<file path="src/rtl/rf_issue_arbiter.sv">
// rf_issue_arbiter: picks one ready head entry per cycle from the issue
// queue (IQ) or the load/store queue (LSQ) and registers it for the
// register-file stage. IQ has fixed priority over the LSQ.
// Optional feature: define ARB_AGE_LIMIT_EN to add LSQ anti-starvation.
// The LSQ is then forced through after AGE_LIMIT consecutive losses to the IQ.
module rf_issue_arbiter #(
    parameter int RENISS_WIDTH = 137,
    parameter int AGE_LIMIT    = 4
) (
    input  logic                    CLK,
    input  logic                    RESET,
    input  logic                    FREEZE,
    input  logic                    FLUSH,
    input  logic                    IQ_empty,
    input  logic                    IQ_headRdy,
    input  logic [RENISS_WIDTH-1:0] IQ_popData,
    output logic                    IQ_pop,
    input  logic                    LSQ_empty,
    input  logic                    LSQ_headRdy,
    input  logic [RENISS_WIDTH-1:0] LSQ_popData,
    output logic                    LSQ_pop,
    output logic [RENISS_WIDTH-1:0] IQLSQ_popData_OUT,
    output logic                    Valid_Instruction_OUT,
    output logic                    Mem_Instruction_OUT
);

    logic                    w_elig_iq;
    logic                    w_elig_lsq;
    logic                    w_pop_en;
    logic                    w_force_lsq;
    logic                    w_grant_iq;
    logic                    w_grant_lsq;

    logic [RENISS_WIDTH-1:0] r_data;
    logic                    r_valid;
    logic                    r_mem;

    assign w_elig_iq  = !IQ_empty  && IQ_headRdy;
    assign w_elig_lsq = !LSQ_empty && LSQ_headRdy;

    // Pops are suppressed while reset is held so nothing leaves a queue
    // that the output register cannot capture.
    assign w_pop_en = RESET && !FREEZE && !FLUSH;

`ifdef ARB_AGE_LIMIT_EN
    localparam logic [3:0] AGE_MAX = 4'(AGE_LIMIT);

    logic [3:0] r_age;

    assign w_force_lsq = (r_age == AGE_MAX) && w_elig_lsq;

    // Count consecutive IQ wins over a waiting LSQ; cleared on LSQ win or flush.
    always_ff @(posedge CLK or negedge RESET) begin
        if (!RESET) begin
            r_age <= 4'd0;
        end else if (FLUSH) begin
            r_age <= 4'd0;
        end else if (!FREEZE) begin
            if (w_grant_lsq) begin
                r_age <= 4'd0;
            end else if (w_grant_iq && w_elig_lsq && (r_age != AGE_MAX)) begin
                r_age <= r_age + 4'd1;
            end
        end
    end
`else
    assign w_force_lsq = 1'b0;
`endif

    // Grant select: IQ first unless the LSQ is alone or being forced through.
    always_comb begin
        w_grant_lsq = w_elig_lsq && (!w_elig_iq || w_force_lsq);
        w_grant_iq  = w_elig_iq && !w_grant_lsq;
    end

    assign IQ_pop  = w_pop_en && w_grant_iq;
    assign LSQ_pop = w_pop_en && w_grant_lsq;

    // Output register: capture the granted entry, bubble when nothing wins.
    always_ff @(posedge CLK or negedge RESET) begin
        if (!RESET) begin
            r_data  <= '0;
            r_valid <= 1'b0;
            r_mem   <= 1'b0;
        end else if (FLUSH) begin
            r_valid <= 1'b0;
            r_mem   <= 1'b0;
        end else if (!FREEZE) begin
            if (w_grant_lsq) begin
                r_data  <= LSQ_popData;
                r_valid <= 1'b1;
                r_mem   <= 1'b1;
            end else if (w_grant_iq) begin
                r_data  <= IQ_popData;
                r_valid <= 1'b1;
                r_mem   <= 1'b0;
            end else begin
                r_valid <= 1'b0;
                r_mem   <= 1'b0;
            end
        end
    end

    assign IQLSQ_popData_OUT     = r_data;
    assign Valid_Instruction_OUT = r_valid;
    assign Mem_Instruction_OUT   = r_mem;

endmodule

</file>
<file path="config.mk">
export PLATFORM = sky130hd
export DESIGN_NAME = rf_issue_arbiter
export DESIGN_NICKNAME = d
export VERILOG_FILES = /design/src/rtl/rf_issue_arbiter.sv
export SDC_FILE = /design/constraint.sdc
export NUM_CORES = 1
export LEC_CHECK = 0
export ABC_AREA = 0
export CAP_MARGIN = 10
export CORE_ASPECT_RATIO = 0.75
export CORE_MARGIN = 2
export CORE_UTILIZATION = 25
export DETAILED_ROUTE_END_ITERATION = 8
export PLACE_DENSITY = 0.65
export SKIP_CTS_REPAIR_TIMING = 1
export SLEW_MARGIN = 15
export SYNTH_ARGS = -nofsm -noshare
export SYNTH_HDL_FRONTEND = slang
export SYNTH_SLANG_ARGS = --single-unit
</file>
<file path="constraint.sdc">
create_clock -name CLK -period 0.8 [get_ports CLK]
set_input_delay 0.12 -clock CLK [delete_from_list [all_inputs] [get_ports CLK]]
set_output_delay 0.12 -clock CLK [all_outputs]
set_load 0.005 [all_outputs]
</file>
==> results.md <==
* Outcome: finished with violations
* Violations in the final reports: negative setup slack
* GRT Total Usage at 17.81%
* Estimated wirelength of the detail-placed design at 17,380 µm
* CP startpoint kind: register
* Number of buffers created by CTS at 17
* Clock Latency Late Sink at 0.42 ns
* Count of mapped cells out of synthesis at 474
* Count of pins over their slew limit at 0
* Net total in the final layout at 1,318
* Filler-free cell count of the finished design at 1,387
* Antenna violations before repair at 0
* Cell at the root of the clock tree: sky130_fd_sc_hd__clkbuf_16
* Post-route design area at 13,430 µm²
* Capture instance of the worst register-to-register path: IQLSQ_popData_OUT[100]$_DFFE_PN0P_
* Post-Syn Area per Cell at 13.27 µm²
* Master of the slowest instance on the critical path: sky130_fd_sc_hd__dfrtp_1
* Most frequent standard cell in the layout excluding fill and tap cells: sky130_fd_sc_hd__clkdlybuf4s50_1
* Clock period minus final worst setup slack at 1.120 ns
* Global routing usage on met1 at 22.07%
* Synthesized net count at 756
* Worst-case hold path end point: Valid_Instruction_OUT$_DFFE_PN0P_
* Total count of hold-check failures in the final report at 0
* P&R area growth vs syn at 113.4%
* Biggest cell delay along the critical path at 0.42 ns
* Site row count at 50
* Residual antenna-violating net count after detailed routing at 0
* Worst setup EP type: primary output
* CP cell instances: clkbuf_2
* Post-CTS clock slew at the launch and capture registers of the worst setup and hold paths at 0.07 ns
* Max H-tree Level at 4
* Fillcell total at 2,131
* Max Freq at 0.8928 GHz
* Reg2Reg Depth at 3
* I/O Buffers at 422
* Fraction of layout instances using a drive strength above 1 at 40.90%
* Accumulated negative setup slack at -64.60 ns
* First-pass DRT Iterations at 4
* Crit path buf inv count at 1
* Peak supply drop at 0.001160 V
* Number of DRC violations after detailed routing at 0
* Worst Slack Setup Final at -0.3200 ns
* Launch point of the worst hold path: FLUSH
* Routed vias at 6,447
* Die Y at 141.4 µm
* Diodes inserted at 0
* Global placer's final weighted congestion at 0.8079
* Fraction of the cycle the final worst path needs at 140.0%
* Min Hold Slack at 0.04057 ns
* Most heavily used metal layer in global routing: met2
* Full die area at 26,470 µm²
* Static leakage power at 5.501 nW
* Sink Count at 139
* Worst clock skew at 0 ns
* Total power density per cell area at 1931 nW/µm²
* Origin of the critical flop-to-flop path: IQLSQ_popData_OUT[100]$_DFFE_PN0P_
* Global-route wire length before repair at 36,490 µm
* Total wirelength of the detailed-routed design at 30,910 µm
* Sequential fraction of the synthesis area at 55.28%
* Placeable core region at 24,840 µm²
* Worst slew margin relative to its limit at 64.90%
* Path type of the worst setup path: reg2out
* Starting DRC count in detailed routing at 220
* Number of library cell types mapped by synthesis at 19
* Cell Area, Synth at 6292 µm²
* Most used cells in the layout excluding fill and tap cells: 274 x sky130_fd_sc_hd__clkdlybuf4s50_1, 139 x sky130_fd_sc_hd__dfrtp_1, 139 x sky130_fd_sc_hd__clkbuf_2, 128 x sky130_fd_sc_hd__nand2b_1, 80 x sky130_fd_sc_hd__buf_4
* Final Util at 54.08%
* Initial Util at 25.34%
* Actual transition at the worst max-transition pin at 0.5264 ns
* Number of buffers on the longest clock path at 2
* Top Ports at 423
* RSZ-0062 raised after global routing: true
* Internal reg-to-reg setup slack at -0.14 ns
* Via count of the first global-routing pass at 6,182
* Fraction of met3 tracks used by global routing at 5.417%
* Arrival time of the worst setup path at 1.00 ns
* Die width at 187.2 µm
* Register bit count reported by yosys at 139
* Maximum Capacitance Violations at 0
* Required time at the endpoint of the critical path at 0.68 ns
* Crit path max fanout at 2
* Clock tree from TritonCTS: yes
* Mean number of vias per cell at 4.648
* DP Cell Count at 1,255
* Hold WC Path Type: in2reg
* Critical path's top delay family: flip-flops
* Synthesis Warnings at 0
* Placement-stage cell area at 11,320 µm²
* Setup Viol. Count Final at 363
* Total grt overflow at 0
* Maximum number of pins on one net before global-route repair at 86
* Met2 Track Usage GR at 29.95%
* Detailed-route wire length per cell at 22.28 µm
* Number of cells traversed by the worst hold path at 3
[worst register-to-register path, stage by stage, from the launching register on]
cell	delay, ns
sky130_fd_sc_hd__dfrtp_1	0.40
sky130_fd_sc_hd__buf_6	0.12
sky130_fd_sc_hd__buf_6	0.10
sky130_fd_sc_hd__o221a_4	0.20
[cells in the mapped netlist]
library cell               number  area [µm²]
sky130_fd_sc_hd__inv_1          1       3.750
sky130_fd_sc_hd__a21boi_2       1       11.26
sky130_fd_sc_hd__nor2_2         1       6.260
sky130_fd_sc_hd__nor2_1         2       7.510
sky130_fd_sc_hd__nand2b_1     138       863.3
sky130_fd_sc_hd__nand2_1        3       11.26
sky130_fd_sc_hd__nand3_1        1       5.000
sky130_fd_sc_hd__dfrtp_1      139        3478
sky130_fd_sc_hd__nor4b_2        1       15.01
sky130_fd_sc_hd__o221a_1       69       777.0
sky130_fd_sc_hd__a21oi_1        1       5.000
sky130_fd_sc_hd__nand2b_2       1       8.760
sky130_fd_sc_hd__buf_6         13       146.4
sky130_fd_sc_hd__buf_4          2       15.01
sky130_fd_sc_hd__nor2b_1        1       6.260
sky130_fd_sc_hd__nand3b_1       1       7.510
sky130_fd_sc_hd__buf_2         30       150.1
sky130_fd_sc_hd__a31o_2         1       8.760
sky130_fd_sc_hd__o221a_2       68       765.7
[flip-flops by register name (all words and copies together), names as in the netlist]
name / flops
IQLSQ_popData_OUT: 137
Mem_Instruction_OUT: 1
Valid_Instruction_OUT: 1
[metrics by stage]
stage	power (mW)	setup WS [ns]
6_report	25.94	-0.3200
5_1_grt	27.11	-0.3494
4_1_cts	25.55	-0.8705
3_5_place_dp	17.07	-1.002
3_3_place_gp	16.98	-1.008
2_1_floorplan	11.37	-0.2228
[worst max-delay path by stage]
| stage | from | to | slack [ns] | cells after the start |
|---|---|---|---|---|
| floorplan | IQ_empty | IQLSQ_popData_OUT[100]$_DFFE_PN0P_ | -0.22 | 5 |
| global placement | FREEZE | IQLSQ_popData_OUT[78]$_DFFE_PN0P_ | -1.01 | 6 |
| detailed placement | FLUSH | IQLSQ_popData_OUT[56]$_DFFE_PN0P_ | -1.00 | 5 |
| CTS | FLUSH | LSQ_pop | -0.87 | 5 |
| global route | IQLSQ_popData_OUT[41]$_DFFE_PN0P_ | IQLSQ_popData_OUT[41] | -0.35 | 1 |
| finish | IQLSQ_popData_OUT[104]$_DFFE_PN0P_ | IQLSQ_popData_OUT[104] | -0.32 | 1 |
[kinds of logic (layout without fill, tap and decap cells)]
kind of cell / Yosys count / count (layout) / synth area share [%]
flops: 139 / 139 / 55.28
buf+inv: 46 / 621 / 5.011
simple gates: 149 / 149 / 14.79
compound gates: 140 / 140 / 24.92
[report_power, final]
group | switching, mW | total (mW) | internal, mW
clock | 3.31 | 8.33 | 5.02
combinational | 2.59 | 8.15 | 5.57
sequential | 0.959 | 9.46 | 8.50
[layout make-up]
type                       count  area (µm²)  area share [%]
sequential                   139        3478           25.90
multi-input combinational    289        3229           24.05
timing repair buffer         588        5688           42.35
inverter                       1       3.754         0.02795
tap                          338       422.9           3.149
clock buffer                  23       498.0           3.708
clock inverter                 9       110.1          0.8198
[layer usage]
layer | vias to the layer above | routed length, µm
li1 | 2970 | -
met1 | 3178 | 12790
met2 | 271 | 15640
met3 | 28 | 2005
met4 | 0 | 476
met5 | - | 0
Note: power is estimated with default switching activity, not from simulation.
